`config.mk`:
```
export PLATFORM = sky130hd
export DESIGN_NAME = poly_mau_sink
export DESIGN_NICKNAME = d
export VERILOG_FILES = /design/src/rtl/poly_mau_sink.sv
export SDC_FILE = /design/constraint.sdc
export NUM_CORES = 1
export LEC_CHECK = 0
export ABC_AREA = 1
export BUFFER_PORTS_ARGS = -buffer_cell sky130_fd_sc_hd__buf_4
export CAP_MARGIN = 20
export CORE_MARGIN = 10
export CORE_UTILIZATION = 63
export DETAILED_ROUTE_END_ITERATION = 10
export PLACE_DENSITY = 0.9
export SYNTH_ARGS = -nofsm -noshare
export SYNTH_HDL_FRONTEND = slang
export SYNTH_SLANG_ARGS = --single-unit
```
`constraint.sdc`:
```
create_clock -name clk -period 6.7 [get_ports clk]
set_input_delay 0.67 -clock clk [delete_from_list [all_inputs] [get_ports clk]]
set_output_delay 0.67 -clock clk [all_outputs]
set_load 0.03 [all_outputs]
```
`src/rtl/poly_mau_sink.sv`:
```
// poly_mau_sink
// -----------------------------------------------------------------------------
// Result sink for the POLY_MAU datapath. Every {o1,o0} pair flagged by the MAU
// with poly_valid is captured into a small first-word-fall-through FIFO and
// drained downstream over a valid/ready stream. The MAU is never stalled: a
// result arriving while the FIFO is full and not being popped is dropped and
// the sticky overflow flag is raised.
//
// Side outputs:
//   count    - accepted pushes, saturating at 16'hFFFF
//   overflow - sticky, set when a result is dropped
//   trig     - registered one-cycle pulse when count becomes trig_target (!= 0)
//   checksum - running sum of accepted o0 values mod q
//
// Optional feature macro: POLY_MAU_SINK_CHECKSUM_EN
//   defined   : mod-q accumulator is built and drives checksum
//   undefined : no accumulator, checksum is tied to zero
//
// Ports:
//   clk, rst_n      clock, asynchronous active-low reset
//   clr             synchronous clear (FIFO, count, overflow, checksum)
//   in_valid        MAU poly_valid
//   in_o0, in_o1    MAU output lanes, W bits each
//   q               modulus, held stable
//   out_valid       FIFO non-empty
//   out_ready       downstream accepts the head entry
//   out_data        {o1,o0} of the head entry
//   level           occupancy 0..DEPTH
//   count           accepted push counter
//   overflow        sticky drop flag
//   trig_target     count value that fires trig, 0 disables
//   trig            one-cycle trigger pulse
//   checksum        mod-q sum of accepted o0 values
//
// Handshake: a downstream transfer happens on every rising edge where
// out_valid && out_ready are both high (and clr is low); out_data holds
// steady while out_valid && !out_ready.
// -----------------------------------------------------------------------------
module poly_mau_sink #(
    parameter int DEPTH = 8,
    parameter int W     = 24
) (
    input  logic                    clk,
    input  logic                    rst_n,
    input  logic                    clr,
    input  logic                    in_valid,
    input  logic [W-1:0]            in_o0,
    input  logic [W-1:0]            in_o1,
    input  logic [23:0]             q,
    output logic                    out_valid,
    input  logic                    out_ready,
    output logic [2*W-1:0]          out_data,
    output logic [$clog2(DEPTH):0]  level,
    output logic [15:0]             count,
    output logic                    overflow,
    input  logic [15:0]             trig_target,
    output logic                    trig,
    output logic [23:0]             checksum
);

    localparam int AW = $clog2(DEPTH);

    logic [2*W-1:0] mem_q [DEPTH];

    logic [AW:0]  wr_ptr_q, wr_ptr_d;
    logic [AW:0]  rd_ptr_q, rd_ptr_d;
    logic [15:0]  count_q, count_d;
    logic         overflow_q, overflow_d;
    logic         trig_q, trig_d;

    logic full;
    logic empty;
    logic push;
    logic pop;
    logic drop;

    // Extra pointer MSB distinguishes full from empty when the index bits match.
    assign empty = (wr_ptr_q == rd_ptr_q);
    assign full  = (wr_ptr_q[AW] != rd_ptr_q[AW]) &&
                   (wr_ptr_q[AW-1:0] == rd_ptr_q[AW-1:0]);

    assign pop  = !empty && out_ready && !clr;
    // A full FIFO still accepts a push when the head leaves in the same cycle.
    assign push = in_valid && !clr && (!full || pop);
    assign drop = in_valid && !clr && full && !pop;

    always_comb begin
        wr_ptr_d   = wr_ptr_q;
        rd_ptr_d   = rd_ptr_q;
        count_d    = count_q;
        overflow_d = overflow_q;
        if (clr) begin
            wr_ptr_d   = '0;
            rd_ptr_d   = '0;
            count_d    = '0;
            overflow_d = 1'b0;
        end else begin
            if (push) begin
                wr_ptr_d = wr_ptr_q + 1'b1;
                if (count_q != 16'hFFFF) begin
                    count_d = count_q + 16'd1;
                end
            end
            if (pop) begin
                rd_ptr_d = rd_ptr_q + 1'b1;
            end
            if (drop) begin
                overflow_d = 1'b1;
            end
        end
    end

    // Fire only on an actual count change so a held or saturated count
    // matching the target does not re-trigger.
    always_comb begin
        trig_d = (count_d != count_q) && (trig_target != 16'd0) &&
                 (count_d == trig_target);
    end

    always_ff @(posedge clk or negedge rst_n) begin
        if (!rst_n) begin
            wr_ptr_q   <= '0;
            rd_ptr_q   <= '0;
            count_q    <= '0;
            overflow_q <= 1'b0;
            trig_q     <= 1'b0;
        end else begin
            wr_ptr_q   <= wr_ptr_d;
            rd_ptr_q   <= rd_ptr_d;
            count_q    <= count_d;
            overflow_q <= overflow_d;
            trig_q     <= trig_d;
        end
    end

    // Storage is cleared on reset so out_data reads zero out of reset.
    always_ff @(posedge clk or negedge rst_n) begin
        if (!rst_n) begin
            for (int i = 0; i < DEPTH; i++) begin
                mem_q[i] <= '0;
            end
        end else if (push) begin
            mem_q[wr_ptr_q[AW-1:0]] <= {in_o1, in_o0};
        end
    end

    assign out_valid = !empty;
    assign out_data  = mem_q[rd_ptr_q[AW-1:0]];
    assign level     = wr_ptr_q - rd_ptr_q;
    assign count     = count_q;
    assign overflow  = overflow_q;
    assign trig      = trig_q;

`ifdef POLY_MAU_SINK_CHECKSUM_EN
    logic [23:0] cks_q, cks_d;
    logic [23:0] o0_24;
    logic [24:0] cks_sum;

    assign o0_24 = 24'(in_o0);

    // Both operands are below q, so one conditional subtract reduces mod q.
    always_comb begin
        cks_sum = {1'b0, cks_q} + {1'b0, o0_24};
        cks_d   = cks_q;
        if (clr) begin
            cks_d = '0;
        end else if (push) begin
            if (cks_sum >= {1'b0, q}) begin
                cks_d = 24'(cks_sum - {1'b0, q});
            end else begin
                cks_d = cks_sum[23:0];
            end
        end
    end

    always_ff @(posedge clk or negedge rst_n) begin
        if (!rst_n) begin
            cks_q <= '0;
        end else begin
            cks_q <= cks_d;
        end
    end

    assign checksum = cks_q;
`else
    // The modulus only feeds the accumulator; keep it visibly consumed.
    logic unused_q;
    assign unused_q = ^q;
    assign checksum = 24'd0;
`endif

endmodule

```
Yosys cells after proc, flatten, opt, wreduce, memory -nomap -nowiden
Cells that the tools add are included.
Word-level totals
  register bits after elaboration: 410
  input port bits: 93
  output and inout port bits: 95
  logic and storage cells: 62
Cells by class
  muxes and demuxes: 15
  reduce and logical (&&, ||, !) cells: 19
  bitwise operators: 2
  add/subtract/negate cells: 4
  eq/ne operators: 6
  $lt $le $gt $ge: 3
Operators with widths (number)
  bitwise mux 384 bit: 1
  binary-select mux 48 bit (select 3 bit): 1
  demux 48 bit (select 3 bit): 1
  2-to-1 mux 48 bit: 3
  2-to-1 mux 16 bit: 3
  adder 16 x 1 -> 16 bit, second input constant: 1
  == test 16 bit: 1
  2-to-1 mux 4 bit: 4
  != test 16 bit: 1
  != test 16 bit, second input constant: 1
  nonzero test 16 bit: 1
  logical AND 1 bit: 10
  adder 4 x 1 -> 4 bit, second input constant: 2
  greater-or-equal comparator 4 bit, second input constant: 2
  inverter 3 -> 4 bit: 2
  nonzero test 2 bit: 3
  == test 4 bit: 1
  logical NOT 1 bit: 4
  < comparator 4 x 1 -> 1 bit, second input constant: 1
  subtractor 4 bit: 1
  == test 3 bit: 1
  2-to-1 mux 1 bit: 2
  logical OR 1 bit: 1
  != test 1 bit: 1

Depth between registers and ports, before layout
Gate-level depths: netlist (run 1).
  depth after elaboration: 11
  gate-level depth with buffers: 19
  mapped depth without buffers: 16

Worst setup path before layout (run 1)
No wires, ideal clock.
  path type: register -> output
  start: register wr_ptr_q[0]
  end: output port level[2]
  path buffers: 0
  slack: 4058 ps
  arrival time: 1972 ps
  data required time: 6030 ps
  cell stages (with the launch flop): 5
  cells stage by stage: dfrtp_1 > inv_1 > ha_1 > fa_1 > xnor2_1
Between the ends
  longest elaborated chain between the ends: 1
Ends and longest elaborated chain
  start: declaration: line 65  | logic [AW:0] wr_ptr_q, wr_ptr_d;
  start signal: assignment: line 128  | wr_ptr_q <= wr_ptr_d;
  subtractor 4 bit: line 149  | assign level = wr_ptr_q - rd_ptr_q;
  end: declaration: line 53  | output logic [$clog2(DEPTH):0] level,
Every way passes these cells.

Worst setup path after layout (run 1)
  start: register rd_ptr_q[0]
  end: output port out_data[10]
Between the ends
  longest elaborated chain between the ends: 4
Ends and longest elaborated chain
  start: declaration: line 66  | logic [AW:0] rd_ptr_q, rd_ptr_d;
  start signal: assignment: line 129  | rd_ptr_q <= rd_ptr_d;
  inverter 3 -> 4 bit (implied by the code): line 148  | assign out_data = mem_q[rd_ptr_q[AW-1:0]];
  binary-select mux 48 bit (select 3 bit): line 148
  2-to-1 mux 48 bit (implied by the code) (2 in a row): line 148
  end: declaration: line 52  | output logic [2*W-1:0] out_data,
Every way passes these cells. The select of a mux whose other input is x is not followed.

==> qor.yml, run 1 <==
cp-end-kind: "output port"
setup_ws_ns: 2.17
first_pass_iters: 5
port_buffers: 139
grt_pass1_vias: 16486
slew_violations: 0
criticalPathCategory: "reg -> out"
fillers: 2236
worstSetupStartpointType: "flop"
pre_cts_ws_ns: 2.33
cts_max_path_buffers: 3
yosysSeqAreaShare_pct: 53.0
cts-htree-levels: 2
route.detailed.drc: 0
max-cap-violations: 0
slowest_delay_ns: 0.77
placed_cells: 2761
path_delay_family: "buffers and inverters"
period_share_pct: 67.6
fmax_mhz: 221
power_leakage_nw: 10.3
netlist_area_mm2: 0.0193
hpwl_um: 29200
fin_skew_ns: 0.0194
period_needed_ns: 4.53
cts.repair.resized: 0
fp.dieArea_mm2: 0.0381
cts_tree: "done"
crit_top_cell: "buf_4"
grt_pass1_wl_um: 83400
vias_per_cell: 5.94
fin_hold_ws_ns: 0.163
io_pins: 188
crit_chain: "buf_4 -> inv_4 -> buf_4 -> o21ai_0 -> o22ai_1 -> nor2_1 -> a31oi_1 -> buf_4"
hold_path_class: "in -> async"
max_slew_margin_pct: 22.1
fin_nets: 2508
worst_pin_slew_ns: 1.17
drt-initial-drc-count: 1853
cts_made_buffers: 41
synth_top_area_cell: "dfrtp_1"
fin_tns_setup_ns: 0
die_w_um: 195
clock_sinks: 410
gp_congestion: 0.887
ir_worst_vdd_mv: 0.252
status: "finished, final reports clean"
syn_inst: 2369
hold_violations: 0
layout-drive-gt1-share_pct: 11.1
crit_buf_inv: 4
setup_viol: 0
antenna_found_initial: 1
required_ns: 6.03
rows: 64
grtUsageTotal_pct: 25.9
worstSkewPairLatency_ns: 0.54
yosysWarnings: 0
vias: 16854
rsz0062_at_grt: "false"
layout.cells.non_filler: 2835
regArea_mm2: 0.0103
cp_max_fo: 92
synth_cell_type_count: 42
grt_max_degree: 192
wl_per_cell_um: 17.8
cpMaxStageDelayCell: "inv_4"
core-area_mm2: 0.0304
arrival_ns: 3.86
multi_input_area_mm2: 0.00782
start_util_pct: 63.6
cts_setup_buffers: 0
cts-root-buf: "clkbuf_16"
path_clk_slew_ns: 0.06
ant_nets: 0
p_per_area_mw_per_mm2: 362
utilization_pct: 70.9
synth-seq-cells: 410
synth_area_leaders: "dfrtp_1 (53%), o21ai_0 (14%), nand2_1 (9.4%)"
area_growth_syn_to_layout_pct: 11.6
synth_top_area_share_pct: 53.0
syn_avg_cell_area_um2: 8.16
routed_wl_um: 50400
hold_buffers: 0
grt_overflow: 0
die_h_um: 195
-- cell families after synthesis --
| kind of cell | after synthesis | synth area share (%) |
|---|---|---|
| adder cells (fa/ha/maj) | 7 | 0.492 |
| AND/OR/NAND/NOR | 944 | 20.2 |
| XOR/XNOR | 8 | 0.362 |
| buffers and inverters | 298 | 7.01 |
| AO/OA/AOI/OAI | 701 | 18.9 |
| other | 1 | 0.0194 |
| flip-flops | 410 | 53.0 |
-- Yosys cell counts, drive strengths merged --
cell / count
fa: 1
a31oi: 48
xnor2: 2
nand2: 492
a21oi: 5
or2: 2
inv: 111
ha: 6
clkinv: 2
dfrtp: 410
conb: 1
o211ai: 3
nand3: 41
nor4: 4
clkbuf: 99
o22ai: 49
o21ai: 595
xor2: 6
o21bai: 1
and2: 1
buf: 86
nand4: 25
nor2: 376
nor3: 3
-- placed cells by master (no fill, tap or decap), drive strengths merged --
| cell type | count |
|---|---|
| nor2 | 376 |
| conb | 24 |
| clkinv | 6 |
| xor2 | 6 |
| nand3 | 41 |
| or2 | 2 |
| clkbuf | 65 |
| dfrtp | 410 |
| bufinv | 2 |
| o22ai | 49 |
| nor3 | 3 |
| a21oi | 5 |
| nand2 | 492 |
| fa | 1 |
| o21bai | 1 |
| clkinvlp | 1 |
| xnor2 | 2 |
| diode | 1 |
| buf | 158 |
| and2 | 1 |
| nor4 | 4 |
| nand4 | 25 |
| a31oi | 48 |
| o211ai | 3 |
| o21ai | 595 |
| ha | 6 |
| inv | 112 |
-- worst reg2reg max path, stage by stage, from the launching register on --
cell and delay (ns):
dfrtp_1 0.36, clkinv_2 0.54, ha_1 0.61, inv_2 0.09, nor2_4 0.05, o211ai_4 0.14
nand2_4 0.25, inv_2 0.55, nand4_4 0.95, buf_4 0.60, nand2_1 0.11, o21ai_0 0.11
-- path summary, 6_finish.rpt --
kind                            slack (ns)         from  cells past startpoint      endpoint
worst max-delay path                  2.17  rd_ptr_q[0]                      8  out_data[10]
worst min-delay path                  0.16        rst_n                      1      count[9]
worst max register to register        2.20  rd_ptr_q[2]                     11    mem_q[172]
worst min register to register        0.48   mem_q[320]                      2    mem_q[320]
max in group asynchronous             4.95        rst_n                      2    mem_q[195]
min in group clk                      0.46          clr                      2      overflow
-- metal layers --
layer,global-route usage (%),up-vias,wire length (µm),share of wire (%)
li1,-,7852,-,-
met1,34.3,8120,20800,41
met2,42.7,791,24500,49
met3,4.21,91,4030,8.0
met4,8.34,0,1080,2.1
met5,0,-,0,0
-- layout make-up --
cell class              count  share of cell area [%]
well taps                 396                    2.30
inverters                 113                    1.98
clock inverters             8                   0.446
flip-flops and latches    410                    47.6
multi-input cells        1684                    36.2
clock buffers              65                    5.88
repair buffers            158                    5.59
diodes                      1                  0.0116
-- flip-flops by register name (all words and copies together), names as in the netlist --
signal	cells
mem_q	384
count	16
rd_ptr_q	4
wr_ptr_q	4
overflow	1
trig	1
-- metrics by stage --
step	area, µm²	total power [mW]
5_1_grt	21600	8.25
6_report	21600	7.81
2_1_floorplan	19400	4.80
3_3_place_gp	20200	5.40
3_5_place_dp	20200	5.50
4_1_cts	21600	7.82
-- where the power goes --
| part | leakage, nW | internal [mW] | switching [mW] | total, mW |
|---|---|---|---|---|
| clock | 0.671 | 1.37 | 0.938 | 2.31 |
| sequential | 5.44 | 3.02 | 0.310 | 3.33 |
| combinational | 4.23 | 0.759 | 1.42 | 2.18 |
No activity file was read; power rests on OpenSTA's default activity.
==> run 2: changes to the inputs <==
--- a/config.mk
+++ b/config.mk
@@ -5,13 +5,13 @@
 export SDC_FILE = /design/constraint.sdc
 export NUM_CORES = 1
 export LEC_CHECK = 0
-export ABC_AREA = 1
+export ABC_AREA = 0
 export BUFFER_PORTS_ARGS = -buffer_cell sky130_fd_sc_hd__buf_4
 export CAP_MARGIN = 20
 export CORE_MARGIN = 10
-export CORE_UTILIZATION = 63
+export CORE_UTILIZATION = 54
 export DETAILED_ROUTE_END_ITERATION = 10
-export PLACE_DENSITY = 0.9
+export PLACE_DENSITY = 0.83
 export SYNTH_ARGS = -nofsm -noshare
 export SYNTH_HDL_FRONTEND = slang
 export SYNTH_SLANG_ARGS = --single-unit
==> constraint.sdc (replaced) <==
create_clock -name clk -period 3.9 [get_ports clk]
set_input_delay 0.39 -clock clk [delete_from_list [all_inputs] [get_ports clk]]
set_output_delay 0.39 -clock clk [all_outputs]
set_load 0.03 [all_outputs]
==> run 2 against run 1 <==
Sequential share of layout area decreased by 1.4 points. First-iteration DRC count fell by 61%. Die area up 15%. Design area increased by 3.0%. Largest cell class unchanged. Via count is 30% lower. Non-clock buffer count up 11. Critical path type unchanged. Worst hold slack got worse by 0.027 ns.
==> qor.yml, run 2 <==
p_sw_mw: 3.55  # was 2.66 mW
vias: 11773  # was 16.9k
hold_path_class: "in -> reg"  # was in -> async
hold_violations: 0  # unchanged
crit_chain: "buf_4 -> buf_4 -> mux4_2 -> nand2_1 -> nand2_1 -> buf_4"  # was buf_4 -> inv_4 -> buf_4 -> o21ai_0 -> o22ai_1 -> nor2_1 -> a31oi_1 -> buf_4
grt_pass1_vias: 13142  # was 16.5k
synth-seq-cells: 410  # unchanged
grt_overflow: 0  # unchanged
power_frac_clock_pct: 33.6  # was 29.6%
ys.flop_type: "dfrtp_1"  # unchanged
synthTopCellsByCount: "dfrtp_1 (410), mux2_2 (386), nand2_1 (163)"  # was o21ai_0 (551), nand2_1 (484), dfrtp_1 (410)
cts_tree: "done"  # unchanged
period_needed_ns: 3.59
synth_top_area_cell: "dfrtp_1"  # unchanged
yosysWarnings: 0  # unchanged
start_util_pct: 54.5  # was 63.6%
fp.dieArea_mm2: 0.0437  # was 0.0381 mm²
slew_violations: 0  # unchanged
yosysMostFrequentCell: "dfrtp_1"  # was o21ai_0
regMostFlops: "mem_q"  # unchanged
required_ns: 3.51  # was 6.03 ns
wl_per_cell_um: 23.2  # was 17.8 µm
crit_top_cell: "buf_4"  # unchanged
fillers: 2625  # was 2236
setup_ws_ns: 0.313  # was 2.17 ns
mostFrequentLayoutCell: "dfrtp_1"  # was o21ai_0
p_int_mw: 9.06  # was 5.15 mW
synth_area_leaders: "dfrtp_1 (53%), mux2_2 (23%), mux4_2 (11%)"  # was dfrtp_1 (53%), o21ai_0 (14%), nand2_1 (9.4%)
pre_cts_ws_ns: 0.720  # was 2.33 ns
wl_met2_um: 23800  # was 24500 µm
netlist_area_mm2: 0.0193  # about the same
cts_made_buffers: 41  # unchanged
grt_pass1_wl_um: 73500  # was 83400 µm
seq_power_share_pct: 41.8  # was 42.6%
criticalPathCategory: "reg -> out"  # unchanged
ir_worst_vdd_mv: 0.549  # was 0.252 mV
worstSetupStartpointType: "flop"  # unchanged
routed_wl_um: 45800  # was 50400 µm
syn_inst: 1360  # was 2369
cts_max_path_buffers: 3  # unchanged
highest_layer: "met5"  # was met4
vias_per_cell: 5.96  # was 5.94
yosysSeqAreaShare_pct: 53.2  # was 53.0%
layout-drive-gt1-share_pct: 49.1  # was 11.1%
fin_skew_ns: 0.0151  # was 0.0194 ns
rsz0062_at_grt: "false"  # unchanged
cts_setup_buffers: 0  # unchanged
power_leakage_nw: 10.3  # about the same
arrival_ns: 3.20  # was 3.86 ns
grt_max_degree: 100  # was 192
clock_sinks: 410  # unchanged
port_buffers: 139  # unchanged
cts-htree-levels: 2  # unchanged
core-area_mm2: 0.0354  # was 0.0304 mm²
fin_tns_setup_ns: 0  # unchanged
max_slew_margin_pct: 42.6  # was 22.1%
area_growth_syn_to_layout_pct: 15.2  # was 11.6%
p_per_area_mw_per_mm2: 568  # was 362 mW/mm²
fin_nets: 1583  # was 2508
fmax_mhz: 279
first_pass_iters: 7  # was 5
worstSkewPairLatency_ns: 0.55  # was 0.54 ns
wl_met3_um: 2420  # was 4030 µm
worst_pin_slew_ns: 0.860  # was 1.17 ns
cpMaxStageDelayCell: "buf_4"  # was inv_4
max-cap-violations: 0  # unchanged
die_h_um: 209  # was 195 µm
ys_async_sr_fraction_pct: 100  # unchanged
setup_viol: 0  # unchanged
ant_nets: 0  # unchanged
gp_congestion: 0.903  # was 0.887
layout_common_cells: "dfrtp_1 (407), mux2_2 (386), nand2_1 (163), buf_4 (163), mux4_2 (96)"  # was o21ai_0 (551), nand2_1 (484), dfrtp_1 (408), nor2_1 (366), buf_4 (156)
hpwl_um: 27200  # was 29200 µm
placed_cells: 1900  # was 2761
largest_reg_flops: 384  # unchanged
cp_max_fo: 54  # was 92
slowest_delay_ns: 0.81  # was 0.77 ns
drt-initial-drc-count: 719  # was 1853
power_frac_comb_pct: 24.6  # was 27.8%
layout.cells.non_filler: 1975  # was 2835
grtUsageTotal_pct: 21.0  # was 25.9%
cp-end-kind: "output port"  # unchanged
fin_hold_ws_ns: 0.136  # was 0.163 ns
path_clk_slew_ns: 0.06  # about the same
die_w_um: 209  # was 195 µm
period_share_pct: 92.0
wl_met1_um: 18400  # was 20800 µm
synth_cell_type_count: 61  # was 42
io_pins: 188  # unchanged
status: "finished, final reports clean"  # unchanged
rows: 69  # was 64
synth_edf_count: 0  # unchanged
utilization_pct: 62.8  # was 70.9%
syn_avg_cell_area_um2: 14.2  # was 8.16 µm²
sw_frac_of_total_pct: 28.2  # was 34.1%
cts-root-buf: "clkbuf_16"  # unchanged
synth_top_area_share_pct: 53.2  # was 53.0%
antenna_found_initial: 2  # was 1
route.detailed.drc: 0  # unchanged
==> run 2: layer usage <==
| metal | up-vias | global-route usage [%] |
|---|---|---|
| met3 | 78 | 4.18 |
| li1 | 5167 | - |
| met2 | 309 | 36.5 |
| met1 | 6217 | 25.7 |
| met5 | - | 0 |
| met4 | 2 | 6.82 |
==> run 2: metrics by stage <==
step / area [µm²] / total power [mW]
floorplan: 19400 / 7.44
detailed placement: 20800 / 8.48
CTS: 22200 / 12.7
finish: 22200 / 12.6
global placement: 20800 / 8.33
global route: 22200 / 13.2
==> run 2: final cells by class <==
cell class | instances | area (µm²) | area share (%)
diodes | 1 | 2.50 | 0.0113
clock buffers | 60 | 1240 | 5.58
clock inverters | 13 | 219 | 0.985
inverters | 13 | 48.8 | 0.220
multi-input cells | 848 | 8540 | 38.4
flip-flops and latches | 410 | 10300 | 46.2
well taps | 461 | 577 | 2.60
repair buffers | 169 | 1330 | 5.98
==> run 2: cell families after synthesis <==
group,share of synthesized area [%]
other cells,0.0194
fa+ha+maj,0.493
buf+inv,3.13
compound gates,1.85
simple gates,6.40
xor+xnor,0.992
mux,33.9
flops,53.2
==> run 2: repair_timing <==
| item | 4_1_cts | 5_1_grt |
|---|---|---|
| hold endpoints to repair | 85 | 0 |
| hold buffers | 1 | 0 |
| resized for setup | 0 | 0 |
==> run 2: critical path: cells and delay by family, from the launching register on <==
kind | cells | cell delay [ns]
simple gates | 2 | 0.21
buf+inv | 3 | 1.59
flops | 1 | 0.41
mux | 1 | 0.42
==> run 2: worst paths after layout <==
| kind | depth (start not counted) | from | end | slack (ns) |
|---|---|---|---|---|
| min in group asynchronous | 2 | rst_n | mem_q[378] | 0.45 |
| worst min register to register | 1 | mem_q[262] | mem_q[262] | 0.50 |
| worst min-delay path | 2 | in_o0[3] | mem_q[195] | 0.14 |
| max in group asynchronous | 3 | rst_n | mem_q[271] | 2.33 |
| worst max register to register | 9 | wr_ptr_q[0] | trig | 0.69 |
| worst max-delay path | 6 | rd_ptr_q[1] | out_data[25] | 0.31 |
==> run 2: power by group through the flow <==
stage | sequential, mW | clock, mW | combinational [mW]
after floorplan | 5.22 | 0 | 2.22
after global placement | 5.28 | 0 | 3.05
after detailed placement | 5.35 | 0 | 3.13
after CTS | 5.28 | 4.30 | 3.16
after global routing | 5.36 | 4.48 | 3.35
final | 5.28 | 4.24 | 3.10
==> run 3: changes to the inputs <==
--- a/config.mk
+++ b/config.mk
@@ -11,7 +11,8 @@
 export CORE_MARGIN = 10
 export CORE_UTILIZATION = 54
 export DETAILED_ROUTE_END_ITERATION = 10
-export PLACE_DENSITY = 0.83
+export MAX_ROUTING_LAYER = met4
+export PLACE_DENSITY = 0.86
 export SYNTH_ARGS = -nofsm -noshare
 export SYNTH_HDL_FRONTEND = slang
 export SYNTH_SLANG_ARGS = --single-unit
==> run 3 against run 2 <==
Maximum frequency rose by 1.9%. Design area fell by 0.22%. Routed wire length fell by 0.81%. Register-to-register slack improved by 0.07 ns. Non-clock buffer count rose by 1. Clock power fell by 6.6%. Count of clock-buffer cells in the layout fell by 2. Final cell count barely moved. Sequential share of layout area rose by 0.10 points. Die area did not move. Sequential cell count did not move. Total power fell by 2.2%.
==> qor.yml, run 3 (synthesis results as in run 2) <==
status: "finished, final reports clean"  # unchanged
layout_common_cells: "dfrtp_1 (407), mux2_2 (386), nand2_1 (163), buf_4 (160), mux4_2 (96)"  # was dfrtp_1 (407), mux2_2 (386), nand2_1 (163), buf_4 (163), mux4_2 (96)
setup_viol: 0  # unchanged
cp-end-kind: "output port"  # unchanged
vias_per_cell: 5.94  # was 5.96
period_needed_ns: 3.52  # was 3.59 ns
fin_skew_ns: 0.0224  # was 0.0151 ns
grtUsageTotal_pct: 21.4  # was 21.0%
stdcell_area_mm2: 0.0222  # about the same
slowest_delay_ns: 0.90  # was 0.81 ns
largest_reg_flops: 384  # unchanged
hold_path_class: "in -> reg"  # unchanged
p_per_area_mw_per_mm2: 556  # was 568 mW/mm²
hold_violations: 0  # unchanged
cp-startpoint: "rd_ptr_q[1]"  # unchanged
port_buffers: 139  # unchanged
ir_worst_vdd_mv: 0.556  # was 0.549 mV
rsz0062_at_grt: "false"  # unchanged
fp.dieArea_mm2: 0.0437  # unchanged
route.detailed.drc: 0  # unchanged
worst_pin_slew_ns: 1.04  # was 0.860 ns
layout-drive-gt1-share_pct: 49.0  # was 49.1%
path_delay_family: "buffers and inverters"  # unchanged
cts.repair.resized: 0  # unchanged
max-cap-violations: 0  # unchanged
grt_pass1_wl_um: 72800  # was 73500 µm
worstSkewPairLatency_ns: 0.54  # was 0.55 ns
wl_per_cell_um: 23.0  # was 23.2 µm
regMostFlops: "mem_q"  # unchanged
hpwl_um: 27300  # was 27200 µm
criticalPathCategory: "reg -> out"  # unchanged
core-area_mm2: 0.0354  # unchanged
utilization_pct: 62.6  # was 62.8%
rows: 69  # unchanged
slew_violations: 0  # unchanged
cp_max_fo: 69  # was 54
cts-root-buf: "clkbuf_16"  # unchanged
crit_top_cell: "buf_4"  # unchanged
postPlaceCellArea_mm2: 0.0208  # about the same
layout.cells.non_filler: 1976  # was 1975
max_slew_margin_pct: 30.5  # was 42.6%
fin_tns_setup_ns: 0  # unchanged
mostFrequentLayoutCell: "dfrtp_1"  # unchanged
period_share_pct: 90.2  # was 92.0%
gp_congestion: 0.942  # was 0.903
antenna_found_initial: 1  # was 2
grt_overflow: 0  # unchanged
cts_made_buffers: 42  # was 41
setup_ws_ns: 0.382  # was 0.313 ns
crit_buf_inv: 3  # unchanged
worstSetupStartpointType: "flop"  # unchanged
routed_wl_um: 45400  # was 45800 µm
die_h_um: 209  # unchanged
grt_pass1_vias: 12888  # was 13.1k
io_pins: 188  # unchanged
die_w_um: 209  # unchanged
first_pass_iters: 5  # was 7
rrSetupSlack_ns: 0.76  # was 0.69 ns
fin_nets: 1585  # was 1583
path_clk_slew_ns: 0.06  # about the same
clock_sinks: 410  # unchanged
grt_max_degree: 106  # was 100
hold_buffers: 1  # unchanged
drt-initial-drc-count: 725  # was 719
rr_startpoint: "wr_ptr_q[0]"  # unchanged
cts-htree-levels: 2  # unchanged
ant_nets: 0  # unchanged
cts_tree: "done"  # unchanged
placed_cells: 1901  # was 1900
cts_setup_buffers: 0  # unchanged
power_leakage_nw: 10.2  # was 10.3 nW
fmax_mhz: 284  # was 279 MHz
vias: 11739  # was 11.8k
arrival_ns: 3.13  # was 3.20 ns
required_ns: 3.51  # about the same
area_growth_syn_to_layout_pct: 14.9  # was 15.2%
pre_cts_ws_ns: 0.755  # was 0.720 ns
hp-start: "in_o0[10]"  # was in_o0[3]
start_util_pct: 54.5  # unchanged
crit_chain: "buf_4 -> buf_4 -> mux4_2 -> nand2_1 -> nand2_1 -> buf_4"  # unchanged
cts_max_path_buffers: 3  # unchanged
cpMaxStageDelayCell: "buf_4"  # unchanged
## run 3: changes by cell type in the layout (fill, tap and decap cells not counted), moves of 2 or more
cell       change
bufinv_16      -3
clkbuf_1       +2
buf_12         +4
clkbuf_8       -4
clkinv_2       +3
buf_4          -3
## run 3: worst reg2reg max path: stages (launching register included)
cell     delay (ns)
dfrtp_1        0.43
inv_1          0.14
ha_1           0.35
and4b_4        0.26
a21o_2         0.33
or4_1          0.53
a21oi_1        0.22
xor2_1         0.10
or4_4          0.44
nor4_2         0.24
## run 3: layer usage
metal	wire length, µm	track usage (%)	part of all wire [%]
met1	18500	26.3	41
met2	23200	35.4	51
met3	2520	4.07	5.6
met4	1090	6.30	2.4
met5	0	-	0
## run 3: power by group
part / internal, mW / switching, mW / total, mW
combinational: 1.53 / 1.56 / 3.09
sequential: 4.94 / 0.346 / 5.28
clock: 2.33 / 1.62 / 3.96
total: 8.80 / 3.53 / 12.3
## run 3: path summary, 6_finish.rpt
check | endpoint | depth (start not counted)
worst max-delay path | out_data[47] | 6
worst min-delay path | mem_q[202] | 2
worst max register to register | trig | 9
worst min register to register | mem_q[259] | 1
max in group asynchronous | mem_q[221] | 3
min in group asynchronous | mem_q[255] | 2
## run 3: stage by stage
stage          power [mW]  hold WS, ns
2_1_floorplan        7.44       0.0944
3_3_place_gp         8.32        0.481
3_5_place_dp         8.47        0.487
4_1_cts              12.5        0.121
5_1_grt              12.9        0.132
6_report             12.3        0.140
## run 3: final cells by class
class                      instances  area (µm²)
inverter                          13        48.8
clock inverter                    15         160
sequential                       410       10300
fill                            2537       13200
timing repair buffer             170        1390
clock buffer                      58        1190
multi-input combinational        848        8540
tap                              461         577
antenna                            1        2.50
